## config.mk

```make
export PLATFORM = sky130hd
export DESIGN_NAME = fetch_redirect_unit
export DESIGN_NICKNAME = d
export VERILOG_FILES = /design/src/rtl/fetch_redirect_unit_pkg.sv /design/src/rtl/fetch_redirect_unit_if_id.sv /design/src/rtl/fetch_redirect_unit.sv
export SDC_FILE = /design/constraint.sdc
export NUM_CORES = 1
export LEC_CHECK = 0
export BUFFER_PORTS_ARGS = -buffer_cell sky130_fd_sc_hd__buf_2
export CAP_MARGIN = 25
export CORE_ASPECT_RATIO = 1.4
export CORE_MARGIN = 1.5
export CORE_UTILIZATION = 49
export CTS_CLUSTER_DIAMETER = 200
export DETAILED_ROUTE_END_ITERATION = 6
export GPL_ROUTABILITY_DRIVEN = 0
export PLACE_DENSITY = 0.83
export RECOVER_POWER = 100
export REMOVE_ABC_BUFFERS = 1
export SYNTH_ARGS = -nofsm -noshare
export SYNTH_HDL_FRONTEND = slang
export SYNTH_HIERARCHICAL = 1
export SYNTH_SLANG_ARGS = --single-unit
```

## constraint.sdc

```tcl
create_clock -name clk_i -period 4.2 [get_ports clk_i]
set_clock_uncertainty 0.2 [all_clocks]
set_input_delay 0.42 -clock clk_i [delete_from_list [all_inputs] [get_ports clk_i]]
set_output_delay 0.42 -clock clk_i [all_outputs]
set_load 0.05 [all_outputs]
```

## src/rtl/fetch_redirect_unit_pkg.sv

```systemverilog
// ---------------------------------------------------------------------------
// pcpu_pkg
// Shared definitions for the fetch stage of the pipelined CPU:
//   - fsm_state_e      : fetch FSM states (BOOT / RUN / HALT)
//   - NOP_INSTR        : encoding used for IF/ID bubbles
//   - DEFAULT_RESET_PC : default PC loaded on reset
//   - align_word()     : clears the low two address bits of a target
// ---------------------------------------------------------------------------
package pcpu_pkg;

    typedef enum logic [1:0] {
        ST_BOOT = 2'd0,
        ST_RUN  = 2'd1,
        ST_HALT = 2'd2
    } fsm_state_e;

    localparam logic [31:0] NOP_INSTR        = 32'h0000_0000;
    localparam logic [31:0] DEFAULT_RESET_PC = 32'h0000_3000;

    // Redirect targets are word aligned silently; misaligned low bits are
    // dropped rather than trapped.
    function automatic logic [31:0] align_word(input logic [31:0] addr);
        return {addr[31:2], 2'b00};
    endfunction

endpackage

```

## src/rtl/fetch_redirect_unit_if_id.sv

```systemverilog
// ---------------------------------------------------------------------------
// if_id_reg
// IF/ID pipeline register.
// Ports:
//   clk_i, rst_n_i        : clock, asynchronous active-low reset
//   hold_i                : keep current contents (highest priority)
//   flush_i               : replace contents with a NOP bubble (valid=0)
//   load_i                : capture instr_i / pc4_i as a valid instruction
//   instr_i, pc4_i        : fetched instruction and its PC+4
//   instr_o, pc4_o, valid_o : registered IF/ID contents
// With no control asserted the register keeps its contents.
// ---------------------------------------------------------------------------
module if_id_reg
    import pcpu_pkg::*;
(
    input  logic        clk_i,
    input  logic        rst_n_i,
    input  logic        hold_i,
    input  logic        flush_i,
    input  logic        load_i,
    input  logic [31:0] instr_i,
    input  logic [31:0] pc4_i,
    output logic [31:0] instr_o,
    output logic [31:0] pc4_o,
    output logic        valid_o
);

    logic [31:0] instr_q, instr_d;
    logic [31:0] pc4_q,   pc4_d;
    logic        valid_q, valid_d;

    always_comb begin
        instr_d = instr_q;
        pc4_d   = pc4_q;
        valid_d = valid_q;
        if (hold_i) begin
            instr_d = instr_q;
        end else if (flush_i) begin
            // pc4 is left as-is; only the instruction and valid define a bubble
            instr_d = NOP_INSTR;
            valid_d = 1'b0;
        end else if (load_i) begin
            instr_d = instr_i;
            pc4_d   = pc4_i;
            valid_d = 1'b1;
        end
    end

    always_ff @(posedge clk_i or negedge rst_n_i) begin
        if (!rst_n_i) begin
            instr_q <= NOP_INSTR;
            pc4_q   <= 32'h0;
            valid_q <= 1'b0;
        end else begin
            instr_q <= instr_d;
            pc4_q   <= pc4_d;
            valid_q <= valid_d;
        end
    end

    assign instr_o = instr_q;
    assign pc4_o   = pc4_q;
    assign valid_o = valid_q;

endmodule

```

## src/rtl/fetch_redirect_unit.sv

```systemverilog
// ---------------------------------------------------------------------------
// fetch_redirect_unit
// Instruction-fetch stage: PC register, next-PC selection, fetch FSM,
// saturating redirect counter, and the IF/ID register (if_id_reg).
// Ports:
//   clk_i, rst_n_i          : clock, asynchronous active-low reset
//   stall_i                 : load-use hold from the hazard unit
//   branch_en_i / _target_i : taken branch resolved in ID and its target
//   jump_i / jump_target_i  : j/jal/jr decoded in ID and its target
//   halt_i                  : halt request decoded in ID
//   imem_instr_i            : combinational imem read data at imem_addr_o
//   imem_addr_o             : current PC
//   if_id_pc4_o/_instr_o/_valid_o : IF/ID contents
//   halted_o                : FSM is in HALT
//   redirect_cnt_o          : taken redirect count, saturating
// ---------------------------------------------------------------------------
module fetch_redirect_unit
    import pcpu_pkg::*;
#(
    parameter logic [31:0] RESET_PC = DEFAULT_RESET_PC,
    parameter int          CNT_W    = 16
) (
    input  logic             clk_i,
    input  logic             rst_n_i,
    input  logic             stall_i,
    input  logic             branch_en_i,
    input  logic [31:0]      branch_target_i,
    input  logic             jump_i,
    input  logic [31:0]      jump_target_i,
    input  logic             halt_i,
    input  logic [31:0]      imem_instr_i,
    output logic [31:0]      imem_addr_o,
    output logic [31:0]      if_id_pc4_o,
    output logic [31:0]      if_id_instr_o,
    output logic             if_id_valid_o,
    output logic             halted_o,
    output logic [CNT_W-1:0] redirect_cnt_o
);

    fsm_state_e       state_q;
    logic [31:0]      pc_q;
    logic [CNT_W-1:0] cnt_q;
    logic [31:0]      pc_plus4;
    logic             ifid_hold, ifid_flush, ifid_load;

    // Wraps modulo 2^32 by construction.
    assign pc_plus4 = pc_q + 32'd4;

    // IF/ID controls follow the same priority as the PC update below.
    always_comb begin
        ifid_hold  = 1'b0;
        ifid_flush = 1'b0;
        ifid_load  = 1'b0;
        unique case (state_q)
            ST_RUN: begin
                if (stall_i)                              ifid_hold  = 1'b1;
                else if (halt_i || branch_en_i || jump_i) ifid_flush = 1'b1;
                else                                      ifid_load  = 1'b1;
            end
            default: ifid_flush = 1'b1;  // BOOT and HALT keep a bubble
        endcase
    end

    always_ff @(posedge clk_i or negedge rst_n_i) begin
        if (!rst_n_i) begin
            state_q <= ST_BOOT;
            pc_q    <= RESET_PC;
            cnt_q   <= '0;
        end else begin
            unique case (state_q)
                ST_BOOT: state_q <= ST_RUN;
                ST_RUN: begin
                    if (stall_i) begin
                        // ID re-evaluates its controls once the stall clears
                        state_q <= ST_RUN;
                    end else if (halt_i) begin
                        state_q <= ST_HALT;
                    end else if (branch_en_i || jump_i) begin
                        // branch outranks jump when both are asserted
                        pc_q <= branch_en_i ? align_word(branch_target_i)
                                            : align_word(jump_target_i);
                        if (cnt_q != {CNT_W{1'b1}})
                            cnt_q <= cnt_q + CNT_W'(1);
                    end else begin
                        pc_q <= pc_plus4;
                    end
                end
                ST_HALT: state_q <= ST_HALT;
                default: state_q <= ST_BOOT;
            endcase
        end
    end

    if_id_reg u_if_id (
        .clk_i   (clk_i),
        .rst_n_i (rst_n_i),
        .hold_i  (ifid_hold),
        .flush_i (ifid_flush),
        .load_i  (ifid_load),
        .instr_i (imem_instr_i),
        .pc4_i   (pc_plus4),
        .instr_o (if_id_instr_o),
        .pc4_o   (if_id_pc4_o),
        .valid_o (if_id_valid_o)
    );

    assign imem_addr_o    = pc_q;
    assign halted_o       = (state_q == ST_HALT);
    assign redirect_cnt_o = cnt_q;

endmodule

```

======== After elaboration in Yosys (flattened, before gate mapping) ========
Cells that the tools add are included.
word-level totals
  register bits ........................... 115
  input bits .............................. 102
  output and inout port bits .............. 114
  logic and storage cells ................. 42
operators by class
  $add $sub $neg .......................... 2
  equality and inequality tests ........... 4
  multiplexer cells ....................... 17
  bitwise operators ....................... 4
  reduce and logical (&&, ||, !) cells .... 9
operators by type and width
  operator                                              number
  2-to-1 mux 32 bit                                     4
  adder 32 x 3 -> 32 bit (second input constant)        1
  adder 16 x 1 -> 16 bit (second input constant)        1
  inequality test 16 bit (second input constant)        1
  2-to-1 mux 1 bit                                      10
  one-hot mux 2 bit (3 select lines)                    1
  AND reduction 3 bit                                   2
  AND reduction 5 bit                                   1
  2-to-1 mux 2 bit                                      2
  NOT 1 bit                                             4
  logical OR 1 bit                                      3
  inequality test 3 bit (second input constant)         1
  equality test 2 x 1 -> 1 bit (second input constant)  1
  equality test 2 bit (second input constant)           1
  zero test 2 bit                                       1
  AND reduction 2 bit                                   1
  nonzero test 2 bit                                    1

======== Longest topological paths before layout ========
  depth in word-level cells ............... 7
  gate-level depth with buffers ........... 10
  gate-level depth less buffers ........... 6

======== By module ========
Netlist, hierarchy kept.
modules (own cells, without submodules)
  module               times used  cells each  area each (um^2)  seq. area each (um^2)
  fetch_redirect_unit  1           425         3,646.0           1,203.7
  if_id_reg            1           252         2,909.0           1,626.6

======== Least setup slack after synthesis ========
No wires, ideal clock.
  kind .................................... input -> register
  start ................................... in stall_i
  end ..................................... reg u_if_id.pc4_q[10] (netlist: u_if_id/pc4_o[10])
  library setup time ...................... 0.125 ns
  arrival time ............................ 2.530 ns
  required time ........................... 3.875 ns
  slack ................................... 1.345 ns
  stages on the path ...................... 9
  path buffers ............................ 5
  cells stage by stage .................... or4b_1 > buf_2 > clkbuf_1 > clkbuf_1 > nor2_1 > buf_2 > nor3b_4 > buf_6 > mux2_2
on the way
  elaborated cells on any way between the ends .. 9
  those cells by class .................... 6 x mux; 2 x bitwise; 1 x reduce/logical
RTL lines
  item                                  line                             source
  from (decl)                           fetch_redirect_unit.sv:25        input logic stall_i,
  2-to-1 mux 1 bit                      fetch_redirect_unit.sv:56        if (stall_i) ifid_hold = 1'b1;
  2-to-1 mux 1 bit                      fetch_redirect_unit.sv:54        unique case (state_q)
  via ifid_load                         fetch_redirect_unit.sv:44        logic ifid_hold, ifid_flush, ifid_load;
  AND reduction 3 bit (no source line)  -
  to (signal assigned)                  fetch_redirect_unit_if_id.sv:56  pc4_q <= pc4_d;
  to (decl)                             fetch_redirect_unit_if_id.sv:29  logic [31:0] pc4_q, pc4_d;
The timed path passes the listed nets, and every way through them passes these cells.
A chain may end at the register's enable or synchronous reset.

======== Worst setup path after layout ========
  start ................................... reg state_q[1]
  end ..................................... reg cnt_q[9] (netlist: redirect_cnt_o[9])
on the way
  word-level cells in the longest chain between the ends .. 2
RTL lines
  item                                  line                       source
  from (decl)                           fetch_redirect_unit.sv:40  fsm_state_e state_q;
  from (signal assigned)                fetch_redirect_unit.sv:66  state_q <= ST_BOOT;
  from (signal assigned)                fetch_redirect_unit.sv:71  ST_BOOT: state_q <= ST_RUN;
  from (signal assigned)                fetch_redirect_unit.sv:75  state_q <= ST_RUN;
  equality test 2 x 1 -> 1 bit          fetch_redirect_unit.sv:70  unique case (state_q)
  AND reduction 5 bit (no source line)  -
  to (signal assigned)                  fetch_redirect_unit.sv:83  cnt_q <= cnt_q + CNT_W'(1);
  to (decl)                             fetch_redirect_unit.sv:42  logic [CNT_W-1:0] cnt_q;
No other way between the ends.

==> results.txt <==
Data on the critical path is required at its endpoint by between 4000 and 5000 ps. The net count of the finished layout is around 970. The flow ran to the end, but the final reports show violations. The detail-routed net length per standard cell came out at between 15 and 20 um. Summing all multi-input logic gate instances after layout gives between 0.003 and 0.004 mm^2. For this design the top-level I/O count stands at 216. The timing-limited maximum frequency is between 0.2 and 0.3 GHz. The number of fill cells is between 1,000 and 1,500. Counting cells, the worst reg-to-reg path comes to 5. The total overflow left after global routing is 0.

The die covers about 0.014 mm^2. The pre-CTS worst setup slack came out at between 1000 and 1500 ps. The depth of the worst hold-timing path is 3. The largest voltage drop on the vdd net came out at approximately 0.00053 V. The async set-or-reset flop fraction in the synthesized netlist came out at 100%. The root buffer cell is sky130_fd_sc_hd__clkbuf_16.

The aggregate global-route resource usage is about a quarter. Dividing the synthesized area by the synthesized cell count gives a little under 10 um^2. Once detail routing completed, the nets flagged for antenna violations numbered 0. The quantity of I/O buffers inserted on ports is about 210. Among all flip-flop cells after synthesis, the most frequent one is sky130_fd_sc_hd__dfrtp_1. The number of failing setup endpoints in the final timing report came out at 0. The half-perimeter wire length of the detailed placement result is roughly 12,000 um. The post-route fraction of the period consumed by the critical path is 81.1%.

In the routed layout, each cell is associated on average with a via count of 5.80. The number of antenna violations at the first check in global routing is 0. The fraction of final layout cells sized beyond drive strength 1 came out at 21.2%. The number of standard cells in the final layout excluding fillers came out at 1,054.

The clock net sink count is 113. The number of synthesized flops with an enable pin came out at 0. The final core area utilization came out at between 60% and 70%. The largest net degree at the start of global routing came out at 70. The post-synthesis register bit count came out at 113.

The number of warnings reported in the yosys synthesis log came out at 6. The worst path setup slack after routing came out at just under 800 ps. The via count is 6,118. After clock tree synthesis, the clock-pin slew on the worst setup and hold paths is ~50 ps. From bottom edge to top edge, the die measures 140 um. Clock latency on the worst-skew pair, taken at its later pin, is around 410 ps. The deepest clock path buffer count is 2.

The post-route DRC violation count is 0. The initial detailed-routing violation count came out at about 330. The endpoint class of the critical path is a register. The number of cells in the design after placement is 1,022. The placed instance area came out at slightly below 0.008 mm^2. CTS built an H-tree with a depth of 4. The worst hold margin came out at just over 100 ps. The core box area came out at 0.0129 mm^2. The global-route wire length before repair came out at 29,300 um. Registers take ~0.0028 mm^2. The critical path class is register to register. The headroom to the max-slew limit is -37.8%. The type of the most critical hold path is input port to register.

The final period demand of the worst path came out at around 3400 ps. The maximum fanout along the worst path is 46. The number of antenna repair diodes came out at 0.

TritonCTS built the clock tree. The leakage power is about 3.4 nW. The TritonCTS buffer count is 17.

The summed area of non-filler cells in the final layout is roughly 0.008 mm^2. The final hold violation count came out at 0. Setup repair after global routing left no endpoint under its margin. The first-pass detailed-route iteration total came out at 6. The floorplan has 49 rows. The count of cell types in the netlist is between 60 and 70. The die is a little over 100 um wide. The max-cap violation count came out at 4. The library cell used most frequently in the layout, excluding fill and tap cells, is sky130_fd_sc_hd__clkbuf_1.

In the layout the commonest cells are sky130_fd_sc_hd__clkbuf_1 (116), sky130_fd_sc_hd__dfrtp_1 (111), sky130_fd_sc_hd__buf_2 (96), sky130_fd_sc_hd__nand2_1 (64), sky130_fd_sc_hd__inv_1 (44). The checks that failed: max-capacitance violations, max-slew violations. The transition time of the tightest slew-check pin is 2070 ps. Power spread over the standard cell area amounts to about 640 mW/mm^2. The category of the worst setup path launch point is a register.

The count of cells resized by post-cts repair came out at 0. After technology mapping, the gate count stands at between 600 and 700. The final layout contains routed wiring with a total length of 18,600 um. The post-synthesis to final-layout area growth is 23.9%. After synthesis the cells add up to approximately 0.0066 mm^2. For the worst setup path, the data arrival time is roughly 3500 ps. The final max-slew violation count is roughly 220.

The via count of the first global-routing pass came out at 5,846. For this configuration, the core starts out at a cell density of approximately half. The sequential cell area fraction in the yosys report came out at between 40% and 50%.
path summary, 6_finish.rpt:
check                           slack, ps         startpoint                  end
worst max-delay path                  800         state_q[1]    redirect_cnt_o[9]
worst min-delay path                  100  jump_target_i[16]      imem_addr_o[16]
worst max register to register        800         state_q[1]    redirect_cnt_o[9]
worst min register to register        300   u_if_id/pc4_o[1]     u_if_id/pc4_o[1]
max in group asynchronous            1140            rst_n_i  u_if_id/instr_o[25]
min in group asynchronous             860            rst_n_i       imem_addr_o[2]
critical path: stages, from the launching register on:
cell and delay [ps]:
sky130_fd_sc_hd__dfrtp_1 420, sky130_fd_sc_hd__or4b_1 560, sky130_fd_sc_hd__clkbuf_1 800, sky130_fd_sc_hd__or3_1 770, sky130_fd_sc_hd__nor4_1 410, sky130_fd_sc_hd__xor2_1 170
routing by layer:
layer,vias to the layer above,wire length [um],global-route usage (%)
li1,2868,-,-
met1,2958,7710,32.7
met2,234,9340,43.9
met3,58,840,4.27
met4,0,675,13.6
met5,-,0,0
where the power goes:
| group | leakage [nW] | total (mW) | internal, mW | switching, mW |
|---|---|---|---|---|
| Combinational | 1.61 | 2.00 | 0.507 | 1.49 |
| Clock | 0.290 | 1.50 | 0.990 | 0.506 |
| Sequential | 1.46 | 1.71 | 1.36 | 0.358 |
kinds of logic after synthesis:
family | count (synthesis) | synth area share [%]
AOI/OAI and AO/OA | 136 | 15.9
muxes | 43 | 7.22
other | 1 | 0.0572
xor gates and xnor gates | 40 | 5.34
buffers and inverters | 102 | 6.59
adders and majority gates | 2 | 0.382
DFF | 113 | 43.2
and+or+nand+nor | 240 | 21.4
per-stage QoR:
stage / total power [mW] / setup TNS (ps)
3_3_place_gp: 3.74 / 0
6_report: 5.21 / 0
2_1_floorplan: 3.18 / -7070
5_1_grt: 5.43 / 0
4_1_cts: 5.29 / 0
3_5_place_dp: 3.78 / 0
layout make-up:
cell class / count / share of cell area, %
clock buffer: 22 / 5.96
timing repair buffer: 223 / 12.3
clock inverter: 9 / 1.60
multi-input combinational: 465 / 40.5
tap: 178 / 2.74
inverter: 44 / 2.03
sequential: 113 / 34.8
registers in the layout, indices dropped and copies added (netlist names):
signal / count
imem_addr_o: 30
redirect_cnt_o: 16
state_q: 2
u_if_id/instr_o: 32
u_if_id/pc4_o: 32
u_if_id/valid_o: 1
Yosys cell counts, types with 9 or more instances:
| master | count | area share [%] |
|---|---|---|
| sky130_fd_sc_hd__a21oi_1 | 10 | 0.76 |
| sky130_fd_sc_hd__a22o_1 | 10 | 1.3 |
| sky130_fd_sc_hd__a22oi_1 | 9 | 1.0 |
| sky130_fd_sc_hd__and4_1 | 9 | 1.2 |
| sky130_fd_sc_hd__buf_2 | 15 | 1.1 |
| sky130_fd_sc_hd__clkbuf_1 | 33 | 1.9 |
| sky130_fd_sc_hd__dfrtp_1 | 111 | 42 |
| sky130_fd_sc_hd__inv_1 | 44 | 2.5 |
| sky130_fd_sc_hd__mux2_2 | 34 | 5.8 |
| sky130_fd_sc_hd__mux2i_1 | 9 | 1.4 |
| sky130_fd_sc_hd__nand2_1 | 64 | 3.7 |
| sky130_fd_sc_hd__nand3_1 | 22 | 1.7 |
| sky130_fd_sc_hd__nand3b_1 | 31 | 3.6 |
| sky130_fd_sc_hd__nand4_1 | 14 | 1.3 |
| sky130_fd_sc_hd__nor2_1 | 19 | 1.1 |
| sky130_fd_sc_hd__nor3_1 | 23 | 1.8 |
| sky130_fd_sc_hd__nor4_1 | 12 | 1.1 |
| sky130_fd_sc_hd__o211ai_1 | 12 | 1.4 |
| sky130_fd_sc_hd__o21ai_0 | 19 | 1.5 |
| sky130_fd_sc_hd__o221ai_1 | 32 | 4.3 |
| sky130_fd_sc_hd__xnor2_1 | 22 | 2.9 |
| sky130_fd_sc_hd__xor2_1 | 18 | 2.4 |
timing repair:
item | in CTS | in global routing
buffers inserted | 0 | 0
setup endpoints to repair | 0 | 0
hold buffers | 1 | 0
hold endpoints to repair | 65 | 0
No activity file was read; power rests on OpenSTA's default activity.
